===== src/rtl/spi_target_mode3_if.sv =====
// Local-side bus of the SPI mode-3 target: TX holding buffer handshake and RX word strobes.
interface spi_target_mode3_if #(
    parameter int unsigned DATA_WIDTH = 8
);
    logic [DATA_WIDTH-1:0] tx_data;
    logic                  tx_valid;
    logic                  tx_ready;
    logic                  tx_underrun;
    logic [DATA_WIDTH-1:0] rx_data;
    logic                  rx_valid;
    logic                  rx_abort;

    modport slave (
        input  tx_data, tx_valid,
        output tx_ready, tx_underrun, rx_data, rx_valid, rx_abort
    );

    modport master (
        output tx_data, tx_valid,
        input  tx_ready, tx_underrun, rx_data, rx_valid, rx_abort
    );
endinterface


===== src/rtl/spi_target_mode3.sv =====
// SPI target, CPOL=1/CPHA=1, MSB first. Oversamples the SPI pins in the clk domain,
// returns a one-word TX buffer on MISO and strobes each received word to local logic.
module spi_target_mode3 #(
    parameter int unsigned          DATA_WIDTH   = 8,
    parameter int unsigned          SYNC_STAGES  = 2,
    parameter logic [DATA_WIDTH-1:0] TX_IDLE_WORD = {DATA_WIDTH{1'b1}}
) (
    input  logic                 clk,
    input  logic                 rst_n,
    input  logic                 SPI_CLK,
    input  logic                 SPI_EN,
    input  logic                 SPI_MOSI,
    output logic                 SPI_MISO,
    output logic                 SPI_MISO_OE,
    output logic                 busy,
    spi_target_mode3_if.slave    loc
);
    localparam int unsigned CNT_W = $clog2(DATA_WIDTH + 1);

    typedef enum logic [1:0] {IDLE, LOAD, SHIFT} state_e;

    state_e                  state_q, state_d;
    logic [SYNC_STAGES-1:0]  clk_sync_q, en_sync_q, mosi_sync_q;
    logic                    clk_dly_q, en_dly_q;
    logic [CNT_W-1:0]        bit_cnt_q, bit_cnt_d;
    logic [DATA_WIDTH-1:0]   tx_shift_q, tx_shift_d;
    logic [DATA_WIDTH-1:0]   rx_shift_q, rx_shift_d;
    logic [DATA_WIDTH-1:0]   rx_data_q, rx_data_d;
    logic [DATA_WIDTH-1:0]   buf_data_q, buf_data_d;
    logic                    buf_full_q, buf_full_d;
    logic                    rx_valid_q, rx_valid_d;
    logic                    rx_abort_q, rx_abort_d;
    logic                    underrun_q, underrun_d;
    logic                    tx_ready_q, miso_q, oe_q, busy_q;

    logic clk_s, en_s, mosi_s;
    logic clk_rise_c, clk_fall_c, en_rise_c, en_fall_c;

    assign clk_s      = clk_sync_q[SYNC_STAGES-1];
    assign en_s       = en_sync_q[SYNC_STAGES-1];
    assign mosi_s     = mosi_sync_q[SYNC_STAGES-1];
    assign clk_rise_c = clk_s & ~clk_dly_q;
    assign clk_fall_c = ~clk_s & clk_dly_q;
    assign en_rise_c  = en_s & ~en_dly_q;
    assign en_fall_c  = ~en_s & en_dly_q;

    // Input synchronizers, preset to the idle bus (clock high, enable low)
    always_ff @(posedge clk or negedge rst_n) begin
        if (!rst_n) begin
            clk_sync_q  <= '1;
            en_sync_q   <= '0;
            mosi_sync_q <= '0;
            clk_dly_q   <= 1'b1;
            en_dly_q    <= 1'b0;
        end else begin
            clk_sync_q  <= {clk_sync_q[SYNC_STAGES-2:0], SPI_CLK};
            en_sync_q   <= {en_sync_q[SYNC_STAGES-2:0], SPI_EN};
            mosi_sync_q <= {mosi_sync_q[SYNC_STAGES-2:0], SPI_MOSI};
            clk_dly_q   <= clk_s;
            en_dly_q    <= en_s;
        end
    end

    always_ff @(posedge clk or negedge rst_n) begin
        if (!rst_n) begin
            state_q    <= IDLE;
            bit_cnt_q  <= '0;
            tx_shift_q <= '0;
            rx_shift_q <= '0;
            rx_data_q  <= '0;
            buf_data_q <= '0;
            buf_full_q <= 1'b0;
            rx_valid_q <= 1'b0;
            rx_abort_q <= 1'b0;
            underrun_q <= 1'b0;
            tx_ready_q <= 1'b1;
            miso_q     <= 1'b0;
            oe_q       <= 1'b0;
            busy_q     <= 1'b0;
        end else begin
            state_q    <= state_d;
            bit_cnt_q  <= bit_cnt_d;
            tx_shift_q <= tx_shift_d;
            rx_shift_q <= rx_shift_d;
            rx_data_q  <= rx_data_d;
            buf_data_q <= buf_data_d;
            buf_full_q <= buf_full_d;
            rx_valid_q <= rx_valid_d;
            rx_abort_q <= rx_abort_d;
            underrun_q <= underrun_d;
            tx_ready_q <= ~buf_full_d;
            miso_q     <= (state_d == SHIFT) & tx_shift_d[DATA_WIDTH-1];
            oe_q       <= (state_d != IDLE);
            busy_q     <= (state_d != IDLE);
        end
    end

    // Next-state: an EN fall overrides any SPI_CLK edge seen in the same cycle
    always_comb begin
        state_d    = state_q;
        bit_cnt_d  = bit_cnt_q;
        tx_shift_d = tx_shift_q;
        rx_shift_d = rx_shift_q;
        rx_data_d  = rx_data_q;
        buf_data_d = buf_data_q;
        buf_full_d = buf_full_q;
        rx_valid_d = 1'b0;
        rx_abort_d = 1'b0;
        underrun_d = 1'b0;

        if (loc.tx_valid && tx_ready_q) begin
            buf_full_d = 1'b1;
            buf_data_d = loc.tx_data;
        end

        if (en_fall_c) begin
            state_d   = IDLE;
            bit_cnt_d = '0;
            if (state_q == SHIFT && bit_cnt_q == CNT_W'(DATA_WIDTH)) begin
                rx_data_d  = rx_shift_q;
                rx_valid_d = 1'b1;
            end else if (bit_cnt_q != '0) begin
                rx_abort_d = 1'b1;
            end
        end else begin
            case (state_q)
                IDLE: begin
                    if (en_rise_c) state_d = LOAD;
                end
                LOAD: begin
                    // Decided on the pre-write buffer state; a same-cycle write waits for the next word
                    if (buf_full_q) begin
                        tx_shift_d = buf_data_q;
                        buf_full_d = 1'b0;
                    end else begin
                        tx_shift_d = TX_IDLE_WORD;
                        underrun_d = 1'b1;
                    end
                    bit_cnt_d = '0;
                    state_d   = SHIFT;
                end
                SHIFT: begin
                    if (bit_cnt_q == CNT_W'(DATA_WIDTH)) begin
                        rx_data_d  = rx_shift_q;
                        rx_valid_d = 1'b1;
                        bit_cnt_d  = '0;
                        state_d    = LOAD;
                    end else if (clk_fall_c) begin
                        if (bit_cnt_q != '0) tx_shift_d = tx_shift_q << 1;
                    end else if (clk_rise_c) begin
                        rx_shift_d = {rx_shift_q[DATA_WIDTH-2:0], mosi_s};
                        bit_cnt_d  = bit_cnt_q + CNT_W'(1);
                    end
                end
                default: state_d = IDLE;
            endcase
        end
    end

    assign SPI_MISO        = miso_q;
    assign SPI_MISO_OE     = oe_q;
    assign busy            = busy_q;
    assign loc.tx_ready    = tx_ready_q;
    assign loc.tx_underrun = underrun_q;
    assign loc.rx_data     = rx_data_q;
    assign loc.rx_valid    = rx_valid_q;
    assign loc.rx_abort    = rx_abort_q;
endmodule


===== src/flat_wrapper.sv =====
// flat-port wrapper written by rule: the top's interface ports become plain ports
module spi_target_mode3_flat 
#(
    parameter int unsigned          DATA_WIDTH   = 8,
    parameter int unsigned          SYNC_STAGES  = 2,
    parameter logic [DATA_WIDTH-1:0] TX_IDLE_WORD = {DATA_WIDTH{1'b1}}
)
  (clk, rst_n, SPI_CLK, SPI_EN, SPI_MOSI, SPI_MISO, SPI_MISO_OE, busy, loc_tx_data, loc_tx_valid, loc_tx_ready, loc_tx_underrun, loc_rx_data, loc_rx_valid, loc_rx_abort);
  spi_target_mode3_if #(.DATA_WIDTH(DATA_WIDTH)) loc_i ();
  input  logic clk;
  input  logic rst_n;
  input  logic SPI_CLK;
  input  logic SPI_EN;
  input  logic SPI_MOSI;
  output logic SPI_MISO;
  output logic SPI_MISO_OE;
  output logic busy;
  input wire logic [$bits(loc_i.tx_data)-1:0] loc_tx_data;
  input wire logic [$bits(loc_i.tx_valid)-1:0] loc_tx_valid;
  output wire logic [$bits(loc_i.tx_ready)-1:0] loc_tx_ready;
  output wire logic [$bits(loc_i.tx_underrun)-1:0] loc_tx_underrun;
  output wire logic [$bits(loc_i.rx_data)-1:0] loc_rx_data;
  output wire logic [$bits(loc_i.rx_valid)-1:0] loc_rx_valid;
  output wire logic [$bits(loc_i.rx_abort)-1:0] loc_rx_abort;
  assign loc_i.tx_data = loc_tx_data;
  assign loc_i.tx_valid = loc_tx_valid;
  assign loc_tx_ready = loc_i.tx_ready;
  assign loc_tx_underrun = loc_i.tx_underrun;
  assign loc_rx_data = loc_i.rx_data;
  assign loc_rx_valid = loc_i.rx_valid;
  assign loc_rx_abort = loc_i.rx_abort;
  spi_target_mode3 #(.DATA_WIDTH(DATA_WIDTH), .SYNC_STAGES(SYNC_STAGES), .TX_IDLE_WORD(TX_IDLE_WORD)) u_core (.clk(clk), .rst_n(rst_n), .SPI_CLK(SPI_CLK), .SPI_EN(SPI_EN), .SPI_MOSI(SPI_MOSI), .SPI_MISO(SPI_MISO), .SPI_MISO_OE(SPI_MISO_OE), .busy(busy), .loc(loc_i));
endmodule

===== config.mk =====
export PLATFORM = sky130hd
export DESIGN_NAME = spi_target_mode3_flat
export DESIGN_NICKNAME = d
export VERILOG_FILES = /design/src/rtl/spi_target_mode3_if.sv /design/src/rtl/spi_target_mode3.sv /design/src/flat_wrapper.sv
export SDC_FILE = /design/constraint.sdc
export NUM_CORES = 1
export LEC_CHECK = 0
export CORE_MARGIN = 2
export CORE_UTILIZATION = 25
export CTS_CLUSTER_DIAMETER = 60
export CTS_CLUSTER_SIZE = 14
export DETAILED_ROUTE_END_ITERATION = 16
export GPL_ROUTABILITY_DRIVEN = 0
export RECOVER_POWER = 100
export SYNTH_ARGS = -nofsm -noshare
export SYNTH_HDL_FRONTEND = slang
export SYNTH_SLANG_ARGS = --single-unit

===== constraint.sdc =====
create_clock -name clk -period 2.35 [get_ports clk]
set_input_delay 0.3525 -clock clk [delete_from_list [all_inputs] [get_ports clk]]
set_output_delay 0.3525 -clock clk [all_outputs]
set_load 0.03 [all_outputs]

# == After elaboration in Yosys (flattened, before gate mapping) ==
# Cells that the tools add are included.
# word_totals
ff_bits,53
latchBits,0
ram_bits,0
rom_bits,0
inputBits,14
output_inout_bits,15
memories,0
# classes
add_sub_neg,1
n_mul,0
n_div,0
magnitude_cmp,0
eq_ne,10
shift,0
muxes,33
bitwise_logic,13
reduce_logical,13
# ops
op,count
two-way mux 8 bit,9
two-way mux 4 bit,4
case mux 8 bit (2 select lines),1
two-way mux 1 bit,14
AND reduction 5 bit,2
inverter 1 bit,8
case mux 4 bit (2 select lines),1
nonzero test 2 bit,4
two-way mux 2 bit,3
"inequality test 2 bit, second input constant",3
case mux 2 bit (3 select lines),1
AND reduction 3 bit,2
bitwise AND 1 bit,5
"adder 4 x 1 -> 4 bit, second input constant",1
"== test 2 bit, second input constant",2
"== test 4 bit, second input constant",1
"inequality test 4 x 2 -> 1 bit, second input constant",1
"inequality test 4 bit, second input constant",1
nonzero test 4 bit,1
nonzero test 3 bit,1
"== test 2 x 1 -> 1 bit, second input constant",1
logical AND 1 bit,2
zero test 2 bit,1
"inequality test 2 x 1 -> 1 bit, second input constant",1

# == Logic depth before layout (Yosys ltp) ==
# Gate-level depths: netlist (run 1).
# depth
word_depth,7
depth_mapped,7
depth_no_buf,6

# == Worst setup path after synthesis (run 1) ==
# OpenSTA, ideal clock, no wires.
# synth_path
path_type,flip-flop to flip-flop
start,reg u_core.state_q[0]
end,reg u_core.bit_cnt_q[2]
setup_ns,0.118
arrival_time_ns,1.694
t_required_ns,2.232
path_slack_ns,0.538
stages_incl_launch_ff,8
n_path_buf,1
synth_period_minus_slack_ns,1.812
cell_sequence,dfrtp_1 > inv_1 > ha_1 > buf_6 > and4b_4 > a2111oi_4 > nor4b_1 > a21o_1
# synth_via
elab_chain_cells,3
word_cells_on_any_way,8
# synth_rtl
item,line_no,text
"start, declared",spi_target_mode3.sv:22,"state_e state_q, state_d;"
"start signal, assigned",spi_target_mode3.sv:81,state_q <= state_d;
== test 2 bit or == test 2 x 1 -> 1 bit (tied branches),spi_target_mode3.sv:126,case (state_q)
"inequality test 4 x 2 -> 1 bit (no line), or another cell as far along",n/a,
AND reduction 3 bit (no line) or two-way mux 4 bit (tied branches),n/a,
"end signal, assigned",spi_target_mode3.sv:82,bit_cnt_q <= bit_cnt_d;
"end, declared",spi_target_mode3.sv:25,"logic [CNT_W-1:0] bit_cnt_q, bit_cnt_d;"
# Parallel ways exist; a longest one is shown, timed or not.
# A chain may end at the register's enable or synchronous reset.

# == Worst setup path after layout (run 1) ==
# Ends and elaborated chain as after synthesis.

==> flow_metrics.tcl, run 1 <==
set metrics [dict create \
    via_per_inst 4.50 \
    syn_area_sq_mm 0.00230 \
    drt_iter0_drc 43 \
    top_level_ports 29 \
    p_leak_nw 1.31 \
    cts_resized 0 \
    coreArea_sq_mm 0.00906 \
    cts_tree "done" \
    num_antenna_cells 0 \
    yosys_warnings 0 \
    wl_um 3980 \
    skew_ns 0.00705 \
    clock.fmax_ghz 0.498 \
    grt_pass1_vias 1516 \
    post_cts_buffers 0 \
    critical-path-max-stage-delay_ns 0.47 \
    syn_avg_cell_area_sq_um 13.1 \
    slew_viol_final 0 \
    hold_ws_ns 0.355 \
    synth_simple_gate_area_share_pct 9.89 \
    power.share.sequential_pct 48.7 \
    drcViolationCount 0 \
    start_util_pct 25.4 \
    layout_common_cells "dfrtp_1, mux2_2, dlygate4sd3_1" \
    synth_top_area_share_pct 53.3 \
    clkLatencyLatePin_ns 0.30 \
    min-delay-path-class "reg -> reg" \
    postLayoutCellArea_sq_mm 0.00278 \
    tightestPinTransition_ns 0.613 \
    crit_chain "inv_1 -> ha_1 -> and4b_4 -> a2111oi_4 -> nor4b_1 -> a21o_1" \
    crit_fanout 9 \
    critPathBufInv 1 \
    synth_compound_gate_area_share_pct 13.9 \
    ant_nets 0 \
    grt_first_pass_wirelength_um 7000 \
    startpoint_type "flip-flop" \
    ys.flop_type "dfrtp_1" \
    ys_seq_area_share_pct 57.8 \
    final_common_cell "dfrtp_1" \
    slew_headroom_pct 59.2 \
    period_minus_slack_ns 2.01 \
    crit_arrival_ns 2.22 \
    yosysTopAreaCell "dfrtp_1" \
    nets 230 \
    crit_path_top_delay_cell "a2111oi_4" \
    synth_top_family_by_area "compound AO/OA/AOI/OAI gates" \
    ys_types 43 \
    p_clk_share_pct 21.2 \
    intPower_mw 1.72 \
    placed_area_sq_mm 0.00270 \
    powerDensity_mw_per_mm2 907 \
    vdd_ir_drop_max_mv 0.574 \
    htreeDepth 2 \
    vias 1449 \
    power_switching_mw 0.801 \
    cts_buffers 5 \
    setup-violations-final 0 \
    rows 35 \
    clockBufferDepth 2 \
    status "complete, no violations" \
    grt_max_degree 25 \
    synth-xor-area-share_pct 0 \
    ys_seq_elements 53 \
    dp_hpwl_um 2860 \
    root_buffer "clkbuf_8" \
    fin_tns_setup_ns 0 \
    synthArstFlopShare_pct 100 \
    synth_enable_flop_cells 0 \
    synthMuxAreaShare_pct 11.7 \
    power.share.switching_pct 31.8 \
    drive_above_1_share_pct 23.7 \
    clock-sinks 53 \
    dieArea_sq_mm 0.00999 \
    crit_family "compound AO/OA/AOI/OAI gates" \
    grt_antenna_before_repair 0 \
    end_kind "flip-flop" \
    postSynthCellCount 176 \
    syn_nets 196 \
    synth_fa_ha_area_share_pct 3.26 \
    path_class "reg -> reg" \
    wl_per_cell_um 12.4 \
    grt_usage_pct 8.61 \
    die_w_um 100 \
    rsz0062_at_grt "false" \
    pwr-share-comb_pct 30.1 \
    synth.top_cells.by_area "dfrtp_1, mux2_2, dfstp_2" \
    grt_overflow 0 \
    io_buffers 28 \
    drt_first_pass_iters 4 \
    maxCapViolCount 0 \
    clk_pin_slew_worst_paths_ns 0.10 \
    timing_hold_violations_final 0 \
    worstPathRequired_ns 2.56 \
    area_delta_synth_final_pct 20.7 \
    fp.dieH_um 100 \
    finalCritPeriodShare_pct 85.5 \
]
[cell type report]
type	count	area (sq um)
Fill cell	913	6290
Sequential cell	53	1330
Multi-Input combinational cell	108	872
Timing Repair Buffer	33	307
Tap cell	111	139
Clock buffer	6	82.6
Inverter	9	33.8
Clock inverter	2	13.8
[worst register-to-register path: cells and delay by family (launching register included)]
kind	cells	cell delay [ns]
compound gates	2	0.63
simple gates	2	0.37
buf+inv	1	0.08
flops	1	0.40
fa+ha+maj	1	0.43
[worst paths after layout]
path / startpoint / slack (ns) / endpoint / cells after the start
min in group asynchronous: rst_n / 0.57 / u_core.loc.rx_data[6] / 2
max: u_core.state_q[0] / 0.34 / u_core.bit_cnt_q[2] / 6
min: u_core.en_sync_q[0] / 0.35 / u_core.en_sync_q[1] / 0
min reg2reg: u_core.en_sync_q[0] / 0.35 / u_core.en_sync_q[1] / 0
max reg2reg: u_core.state_q[0] / 0.34 / u_core.bit_cnt_q[2] / 6
max in group asynchronous: rst_n / 0.80 / u_core.clk_dly_q / 3
[cells in the mapped netlist (2+ instances only)]
master / number
nand2b_1: 4
nand3_1: 6
nand2_1: 9
nor2_1: 3
buf_2: 2
dfstp_2: 4
nor2b_1: 2
ha_1: 6
a21bo_2: 7
inv_1: 9
o21ai_0: 12
o21a_1: 2
a22o_1: 6
a21oi_1: 3
dfrtp_1: 49
buf_6: 2
mux2_2: 24
[sequential cells by signal (all words and copies together), names as in the netlist, 2 cells and up]
| name | count |
|---|---|
| u_core.rx_shift_q | 8 |
| u_core.en_sync_q | 2 |
| u_core.clk_sync_q | 2 |
| u_core.state_q | 2 |
| u_core.tx_shift_q | 8 |
| u_core.mosi_sync_q | 2 |
| u_core.loc.rx_data | 8 |
| u_core.buf_data_q | 8 |
| u_core.bit_cnt_q | 4 |
[power groups by stage]
stage / registers (mW) / clock network [mW] / logic [mW]
after floorplan: 1.26 / 0 / 0.576
after global placement: 1.24 / 0 / 0.764
after detailed placement: 1.25 / 0 / 0.785
after CTS: 1.23 / 0.549 / 0.787
after global routing: 1.25 / 0.582 / 0.838
final: 1.23 / 0.534 / 0.758
[metal layers]
layer	up-vias	GRT usage, %	wire [um]
met5	-	0	0
met1	732	10.8	1860
met4	0	2.53	54
met3	7	2.16	122
li1	692	-	-
met2	18	14.7	1940
[metrics by stage]
stage                     power (mW)  cells  setup slack (ns)  util (%)
final                           2.52    322             0.341      30.7
after global routing            2.67    322             0.115      30.7
after CTS                       2.57    322             0.350      31.0
after detailed placement        2.03    313             0.364      29.8
after global placement          2.01    313             0.420      29.8
after floorplan                 1.84    176             0.538         -
[timing repair]
item / 4_1_cts / 5_1_grt
hold endpoints to repair: 10 / 0
setup endpoints to repair: 0 / 0
hold buffers: 1 / 0
[kinds of logic after synthesis]
logic type	Yosys count
buffers and inverters	15
DFF	53
and+or+nand+nor	37
adders and majority gates	6
muxes	24
AOI/OAI and AO/OA	41
Note: power is estimated with default switching activity, not from simulation.
==> inputs of run 2 (changes only) <==
--- a/config.mk
+++ b/config.mk
@@ -5,13 +5,14 @@
 export SDC_FILE = /design/constraint.sdc
 export NUM_CORES = 1
 export LEC_CHECK = 0
-export CORE_MARGIN = 2
+export ABC_AREA = 1
 export CORE_UTILIZATION = 25
 export CTS_CLUSTER_DIAMETER = 60
 export CTS_CLUSTER_SIZE = 14
 export DETAILED_ROUTE_END_ITERATION = 16
 export GPL_ROUTABILITY_DRIVEN = 0
 export RECOVER_POWER = 100
+export SETUP_SLACK_MARGIN = 0.4
 export SYNTH_ARGS = -nofsm -noshare
 export SYNTH_HDL_FRONTEND = slang
 export SYNTH_SLANG_ARGS = --single-unit
==> flow_metrics.tcl, run 2 <==
set metrics [dict create \
    status "complete, no violations" \
    dieArea_sq_mm 0.00996 \
    vias 1721 \
    drcViolationCount 0 \
    yosys_warnings 0 \
    slew_viol_final 0 \
    clock.fmax_ghz 0.513 \
    path_class "reg -> out" \
    grt_max_degree 30 \
    yosysTopAreaCell "dfrtp_1" \
    clk_pin_slew_worst_paths_ns 0.10 \
    top_level_ports 29 \
    syn_nets 281 \
    drt_first_pass_iters 4 \
    dp_hpwl_um 3240 \
    dp_slack_ns 0.645 \
    maxUsedRoutingLayer "met4" \
    synth_simple_gate_area_share_pct 24.4 \
    skew_ns 0.0108 \
    critPathBufInv 1 \
    finish.utilization_pct 30.7 \
    synth_common_cells "nand2_1, dfrtp_1, inv_1" \
    grt_first_pass_wirelength_um 7620 \
    crit_fanout 2 \
    tightestPinTransition_ns 1.33 \
    synth_compound_gate_area_share_pct 9.37 \
    worstPathRequired_ns 2.00 \
    num-fill-cells 978 \
    timing_hold_violations_final 0 \
    clockBufferDepth 2 \
    num_antenna_cells 0 \
    startpoint_type "flip-flop" \
    synth_fa_ha_area_share_pct 3.14 \
    p_leak_nw 1.45 \
    critical-path-max-stage-delay_ns 0.74 \
    drive_above_1_share_pct 8.47 \
    crit_arrival_ns 1.60 \
    setup-violations-final 0 \
    critical_path_cell_count 1 \
    drt_iter0_drc 59 \
    hold_ws_ns 0.314 \
    coreArea_sq_mm 0.00924 \
    rows 35 \
    crit_family "buffers and inverters" \
    via_per_inst 4.06 \
    grt_pass1_vias 1697 \
    synth_enable_flop_cells 0 \
    wl_um 4460 \
    postSynthCellCount 261 \
    synth_top_area_share_pct 51.3 \
    cts_hold_buffers 0 \
    cts_buffers 5 \
    synthMuxAreaShare_pct 0 \
    grt_overflow 0 \
    start_util_pct 25.9 \
    dr_wl_met3_um 126 \
    finalCritPeriodShare_pct 83.0 \
    routedLengthMet1_um 2250 \
    powerDensity_mw_per_mm2 936 \
    clock-sinks 53 \
    end_kind "output pin" \
    syn_area_sq_mm 0.00239 \
    worstRegToRegCells 8 \
    synth.top_cells.by_area "dfrtp_1, nand2_1, o21ai_2" \
    synth-xor-area-share_pct 0.366 \
    vdd_ir_drop_max_mv 0.499 \
    die_w_um 99.8 \
    ys_seq_area_share_pct 55.7 \
    cts_tree "done" \
    syn_avg_cell_area_sq_um 9.16 \
    fin_tns_setup_ns 0 \
    layout_common_cells "nand2_1, dfrtp_1, inv_1" \
    yosysMostFrequentCell "nand2_1" \
    io_buffers 28 \
    cts_resized 0 \
    wl_per_cell_um 10.5 \
    synth_top_family_by_area "simple AND/OR/NAND/NOR gates" \
    crit_path_top_delay_cell "dlygate4sd3_1" \
    ys_types 28 \
    dr_wl_met2_um 2000 \
    post_cts_buffers 0 \
    ys.flop_type "dfrtp_1" \
    final_common_cell "nand2_1" \
    root_buffer "clkbuf_8" \
    synthArstFlopShare_pct 100 \
    min-delay-path-class "in -> async" \
    grt_usage_pct 9.70 \
    rsz0062_at_grt "false" \
    period_minus_slack_ns 1.95 \
    nets 314 \
    maxCapViolCount 0 \
    area_delta_synth_final_pct 18.7 \
    fp.dieH_um 99.8 \
    htreeDepth 2 \
    clkLatencyLatePin_ns 0.31 \
    ys_seq_elements 53 \
    slew_headroom_pct 11.6 \
    ant_nets 0 \
    grt_antenna_before_repair 0 \
    setup_ws_ns 0.399 \
    crit_chain "dlygate4sd3_1" \
]
run 2: through the flow:
step / total power, mW / cell area [sq um] / instances
after floorplan: 1.91 / 2390 / 261
after global placement: 2.16 / 2820 / 416
after detailed placement: 2.17 / 2820 / 416
after CTS: 2.75 / 2930 / 424
after global routing: 2.85 / 2840 / 424
final: 2.65 / 2840 / 424
run 2: final cells by class:
cell class | count | area [sq um] | share of cell area, %
Clock buffer | 7 | 96.3 | 3.40
Clock inverter | 1 | 8.76 | 0.309
Inverter | 33 | 125 | 4.41
Multi-Input combinational cell | 170 | 825 | 29.1
Sequential cell | 53 | 1330 | 46.9
Tap cell | 129 | 161 | 5.69
Timing Repair Buffer | 31 | 290 | 10.2
run 2: per-layer routing:
layer,global-route usage (%),vias to the layer above
met1,12.3,810
li1,-,880
met5,0,-
met4,4.41,0
met2,16.1,25
met3,1.81,6
run 2: worst paths after layout:
path | startpoint | end | slack, ns
min in group clk | u_core.en_sync_q[0] | u_core.en_sync_q[1] | 0.36
worst min-delay path | rst_n | u_core.loc.rx_data[6] | 0.31
worst min register to register | u_core.en_sync_q[0] | u_core.en_sync_q[1] | 0.36
worst max-delay path | u_core.loc.tx_ready | loc_tx_ready | 0.40
worst max register to register | u_core.state_q[0] | u_core.tx_shift_q[3] | 0.47
max in group asynchronous | rst_n | u_core.buf_full_q | 0.68
run 2: cells by family (layout without fill, tap and decap cells):
kind of cell	after synthesis	count (layout)
compound gates	32	32
xor+xnor	1	1
fa+ha+maj	6	6
buf+inv	38	72
flops	53	53
simple gates	131	131
run 2: report_power, final:
group,internal [mW],switching [mW]
Combinational,0.283,0.557
Clock,0.272,0.298
Sequential,1.12,0.125
